## config.mk

```make
export PLATFORM = sky130hd
export DESIGN_NAME = control_unit
export DESIGN_NICKNAME = d
export VERILOG_FILES = /design/src/rtl/hrm_pkg.sv /design/src/rtl/control_decode.sv /design/src/rtl/control_unit.sv
export SDC_FILE = /design/constraint.sdc
export NUM_CORES = 1
export LEC_CHECK = 0
export ABC_AREA = 1
export CORE_AREA = 5 5 42 44
export DETAILED_ROUTE_END_ITERATION = 6
export DIE_AREA = 0 0 47 49
export MAX_ROUTING_LAYER = met4
export PLACE_DENSITY_LB_ADDON = 0.3
export SLEW_MARGIN = 25
export SYNTH_ARGS = -nofsm -noshare
export SYNTH_HDL_FRONTEND = slang
export SYNTH_SLANG_ARGS = --single-unit
export TNS_END_PERCENT = 50
```

## constraint.sdc

```tcl
create_clock -name clk -period 0.85 [get_ports clk]
set_clock_uncertainty 0.05 [all_clocks]
set_input_delay 0.255 -clock clk [delete_from_list [all_inputs] [get_ports clk]]
set_output_delay 0.255 -clock clk [all_outputs]
set_load 0.03 [all_outputs]
```

## src/rtl/hrm_pkg.sv

```systemverilog
// Shared HRM CPU definitions: opcodes, ALU selects,
// R-source selects and the control bundle.
package hrm_pkg;

  localparam logic [3:0] OP_INBOX    = 4'd0;
  localparam logic [3:0] OP_OUTBOX   = 4'd1;
  localparam logic [3:0] OP_COPYFROM = 4'd2;
  localparam logic [3:0] OP_COPYTO   = 4'd3;
  localparam logic [3:0] OP_ADD      = 4'd4;
  localparam logic [3:0] OP_SUB      = 4'd5;
  localparam logic [3:0] OP_BUMPP    = 4'd6;
  localparam logic [3:0] OP_BUMPM    = 4'd7;
  localparam logic [3:0] OP_JUMP     = 4'd8;
  localparam logic [3:0] OP_JUMPZ    = 4'd9;
  localparam logic [3:0] OP_JUMPN    = 4'd10;
  localparam logic [3:0] OP_CPF_IND  = 4'd11;
  localparam logic [3:0] OP_CPT_IND  = 4'd12;
  localparam logic [3:0] OP_ADD_IND  = 4'd13;
  localparam logic [3:0] OP_SUB_IND  = 4'd14;

  localparam logic [2:0] ALU_ADD  = 3'b000;
  localparam logic [2:0] ALU_SUB  = 3'b001;
  localparam logic [2:0] ALU_INC  = 3'b010;
  localparam logic [2:0] ALU_DEC  = 3'b011;
  localparam logic [2:0] ALU_PASS = 3'b100;
  localparam logic [2:0] ALU_ZERO = 3'b101;
  localparam logic [2:0] ALU_NEG  = 3'b110;

  localparam logic [1:0] MUXR_IN  = 2'b00;
  localparam logic [1:0] MUXR_MEM = 2'b01;
  localparam logic [1:0] MUXR_ALU = 2'b10;

  typedef struct packed {
    logic [1:0] muxR;
    logic       wR;
    logic       muxM;
    logic       wM;
    logic [2:0] aluCtl;
    logic       branch;
    logic       ijump;
    logic       rIn;
    logic       wO;
  } ctrl_t;

endpackage

```

## src/rtl/control_decode.sv

```systemverilog
// Combinational opcode to control-bundle table.
// Unmatched (reserved or unknown) opcodes decode to NOP.
module control_decode
  import hrm_pkg::*;
(
  input  logic [3:0] opcode,
  output ctrl_t      ctrl
);

  always_comb begin
    ctrl = '0;
    case (opcode)
      OP_INBOX: begin
        ctrl.muxR = MUXR_IN;
        ctrl.wR   = 1'b1;
        ctrl.rIn  = 1'b1;
      end
      OP_OUTBOX: ctrl.wO = 1'b1;
      OP_COPYFROM: begin
        ctrl.muxR = MUXR_MEM;
        ctrl.wR   = 1'b1;
      end
      OP_COPYTO: begin
        ctrl.wM     = 1'b1;
        ctrl.aluCtl = ALU_PASS;
      end
      OP_ADD: begin
        ctrl.muxR   = MUXR_ALU;
        ctrl.wR     = 1'b1;
        ctrl.aluCtl = ALU_ADD;
      end
      OP_SUB: begin
        ctrl.muxR   = MUXR_ALU;
        ctrl.wR     = 1'b1;
        ctrl.aluCtl = ALU_SUB;
      end
      OP_BUMPP: begin
        ctrl.muxR   = MUXR_ALU;
        ctrl.wR     = 1'b1;
        ctrl.wM     = 1'b1;
        ctrl.aluCtl = ALU_INC;
      end
      OP_BUMPM: begin
        ctrl.muxR   = MUXR_ALU;
        ctrl.wR     = 1'b1;
        ctrl.wM     = 1'b1;
        ctrl.aluCtl = ALU_DEC;
      end
      OP_JUMP: ctrl.ijump = 1'b1;
      OP_JUMPZ: begin
        ctrl.branch = 1'b1;
        ctrl.aluCtl = ALU_ZERO;
      end
      OP_JUMPN: begin
        ctrl.branch = 1'b1;
        ctrl.aluCtl = ALU_NEG;
      end
      OP_CPF_IND: begin
        ctrl.muxR = MUXR_MEM;
        ctrl.wR   = 1'b1;
        ctrl.muxM = 1'b1;
      end
      OP_CPT_IND: begin
        ctrl.wM     = 1'b1;
        ctrl.muxM   = 1'b1;
        ctrl.aluCtl = ALU_PASS;
      end
      OP_ADD_IND: begin
        ctrl.muxR   = MUXR_ALU;
        ctrl.wR     = 1'b1;
        ctrl.muxM   = 1'b1;
        ctrl.aluCtl = ALU_ADD;
      end
      OP_SUB_IND: begin
        ctrl.muxR   = MUXR_ALU;
        ctrl.wR     = 1'b1;
        ctrl.muxM   = 1'b1;
        ctrl.aluCtl = ALU_SUB;
      end
      default: ctrl = '0;
    endcase
  end

endmodule

```

## src/rtl/control_unit.sv

```systemverilog
// Registered HRM instruction decoder: one-cycle latency,
// all outputs cleared to NOP by synchronous reset.
module control_unit
  import hrm_pkg::*;
(
  input  logic       clk,
  input  logic       rst_n,
  input  logic [3:0] opcode,
  output logic [1:0] muxR,
  output logic       wR,
  output logic       muxM,
  output logic       wM,
  output logic [2:0] aluCtl,
  output logic       branch,
  output logic       ijump,
  output logic       rIn,
  output logic       wO
);

  ctrl_t ctrl_d;
  ctrl_t ctrl_q;

  control_decode u_dec (
    .opcode (opcode),
    .ctrl   (ctrl_d)
  );

  always_ff @(posedge clk) begin
    if (!rst_n) ctrl_q <= '0;
    else        ctrl_q <= ctrl_d;
  end

  assign muxR   = ctrl_q.muxR;
  assign wR     = ctrl_q.wR;
  assign muxM   = ctrl_q.muxM;
  assign wM     = ctrl_q.wM;
  assign aluCtl = ctrl_q.aluCtl;
  assign branch = ctrl_q.branch;
  assign ijump  = ctrl_q.ijump;
  assign rIn    = ctrl_q.rIn;
  assign wO     = ctrl_q.wO;

endmodule

```

==> implementation parameters <==
Parameter                              Value

Cells and area
  Area growth, synth to finish    67.0%
  Total non-filler cell area in the finished layout    754 sq um
  Core utilization of the finished layout    0.538
  Final Instance Count excl. Fillers    105
  Antenna diode count    0
  Filler Cell Count    147
  Nets    96
  Fraction of final layout cells sized beyond drive strength 1    0.461

Worst setup path
  Slowest stage cell on the critical path    dfxtp_2
  CP Cell Sequence    buf_6
  Max incr delay on CP    roughly 0.33 ns
  Critical path class    flop to output pin
  Signal arrival time at the worst endpoint    0.71 ns
  Endpoint required time on the critical path    0.54 ns
  Nature of the critical path endpoint    output pin
  Startpoint Class    flop
  Cell family with most CP delay    flip-flops
  Worst path bufs/invs    1
  Crit Path Max Fanout    1

Floorplan
  Floorplan die width    47 microns
  Boundary pin count    18
  # rows    14
  Core Box Area    around 1400 sq um
  Initial Util    0.322
  Die boundary height    around 49 microns
  DIE AREA    2300 sq um

STA
  Smallest setup slack after layout    -0.167 ns
  Final Setup Violations    12
  Slew at the pin closest to its max-slew limit    0.162 ns
  Setup Total Neg Slack    -1.92 ns
  Final count of pins violating max slew    0
  Maximum operating frequency    0.983 GHz
  Final Hold Vio Count    0
  Tightest slew margin relative to the limit    0.892
  Ratio of final minimum period to clock period    1.20
  RSZ-0062 raised after global routing    yes
  Fin crit period    around 1.0 ns

Detailed routing
  Number of remaining DRC errors    0
  Initial DRT Pass Iterations    4
  Initial detailed-routing violation count    8
  Via count    456
  Detailed Route WL    941 microns
  Routed length per placed instance    roughly 9 microns
  Number of routed nets with antenna violations    0
  Via-to-Cell Ratio    4.34

Global routing
  Final global-route overflow total    0
  Number of global-route vias before repair    377
  Overall routing resource usage    0.0918
  Global-route wire length before repair    1450 microns
  Initial antenna violation count    0
  Largest net degree at the start of global routing    9

Synth
  Synthesized-area fraction occupied by ao, oa, aoi and oai cells    0.0332
  Post-synthesis instance total    63
  Synth Area in Adders    0
  Unique masters post-synth    12
  Simple-gate share of the synthesized area    0.335
  Post-Synthesis Net Count    69
  Count of synthesis-stage warnings from yosys    0
  Combinational family with the most area after synthesis    simple AND/OR/NAND/NOR gates
  Share of the synthesized netlist area taken by xor and xnor gates    0
  Post-synthesis sequential area ratio    0.532
  Synthesized flop and latch total    12
  Netlist Area Pre-Place    452 sq um
  Proportion of synthesized area in mux cells    0
  Average instance area after synthesis    7.17 sq um

CTS
  CTS max path bufs    2
  Library cell used as clock root buffer    clkbuf_4
  Number of CTS-inserted buffers    3
  Num Clock Sinks    12
  CTS tree    yes
  Hold buffer count at CTS    0
  Clock-pin slew reported for the worst setup and hold paths after clock tree synthesis    0.07 ns
  CTS H-tree lvls    1

Place
  Placed standard-cell area    between 600 and 700 sq um
  Number of instances in the placed design    approximately 100
  Port Buf Inserts    17
  Detailed-placement wirelength estimate    between 700 and 800 microns
  Global placement routability congestion    0.809

Power
  Areal power density over the cells    1690 nW/um^2
  PnR Total Power    1.28 mW
  Worst vdd ir    1090 uV
  Leakage power of the design    roughly 0.4 nW

Run
  Maxcap violations    0

Run status
  Violations in the final reports    setup timing
  Result of the run    finished, violations left

Hold path
  Type of the tightest min-delay check    input pin to flop
==> flip-flops by register name, indices dropped and copies added, names as in the netlist <==
register and flops:
muxR 2, muxM 1, wM 1, wR 1
rIn 1, branch 1, ijump 1, wO 1
aluCtl 3
==> cells by family after synthesis <==
group                  Yosys count
DFF                             12
and+or+nand+nor                 37
buffers and inverters           11
AOI/OAI and AO/OA                3
==> synthesized netlist by cell type <==
master | instances | area share
inv_1 | 9 | 0.075
nand3_1 | 4 | 0.044
nand2_1 | 24 | 0.20
nor2_1 | 5 | 0.042
dfxtp_1 | 12 | 0.53
nand4_1 | 1 | 0.014
inv_2 | 1 | 0.0083
a21oi_1 | 2 | 0.022
buf_4 | 1 | 0.017
o21ai_1 | 1 | 0.011
nor3_1 | 2 | 0.022
nor2_2 | 1 | 0.014
==> cell type report <==
cell class	instances	area (sq um)	area share
Sequential cell	12	255	0.338
Tap cell	16	20.0	0.0265
Multi-Input combinational cell	40	171	0.227
Inverter	10	37.5	0.0498
Timing Repair Buffer	23	234	0.310
Clock buffer	4	36.3	0.0481
==> layout by cell type, fill, tap and decap left out, drive strengths merged <==
cell and n:
nand4 1, buf 18, inv 10, a21oi 2, clkdlybuf4s15 3, dfxtp 12, nand3 4, nor2 6
nor3 2, nand2 24, dlygate4sd2 2, clkbuf 4, o21ai 1
==> per-layer routing <==
layer,up-vias,track usage,wire length (microns)
met5,-,-,0
met4,0,0.0276,11
met3,2,0.0554,87
met2,15,0.129,452
met1,194,0.108,389
li1,245,-,-
==> per-stage QoR <==
| step | worst slack (ns) | hold slack (ns) |
|---|---|---|
| 3_3_place_gp | -0.564 | 0.634 |
| 5_1_grt | -0.194 | 0.390 |
| 4_1_cts | -0.177 | 0.366 |
| 3_5_place_dp | -0.573 | 0.634 |
| 6_report | -0.167 | 0.377 |
| 2_1_floorplan | 0.0857 | 0.363 |
==> what timing repair did <==
action,4_1_cts,5_1_grt
setup buffers,0,0
endpoints found under the setup margin,24,17
resized for setup,37,1
pin swaps,2,0
==> power breakdown <==
part           internal (mW)  leakage, nW  total (mW)  switching (mW)
logic                  0.106        0.285       0.241           0.135
registers              0.593        0.103       0.604          0.0108
clock network          0.260       0.0210       0.430           0.170
total                  0.959        0.410        1.28           0.316
==> tightest hold or removal path: cells and delay by family <==
family | cells | cell delay [ns]
compound gates | 1 | 0.07
simple gates | 1 | 0.10
buf+inv | 1 | 0.23
==> final timing paths <==
path	from	to	slack [ns]	cells past startpoint
setup / recovery	muxR[1]	muxR[1]	-0.17	1
hold / removal	opcode[3]	muxM	0.38	3
No activity file was read; power rests on OpenSTA's default activity.
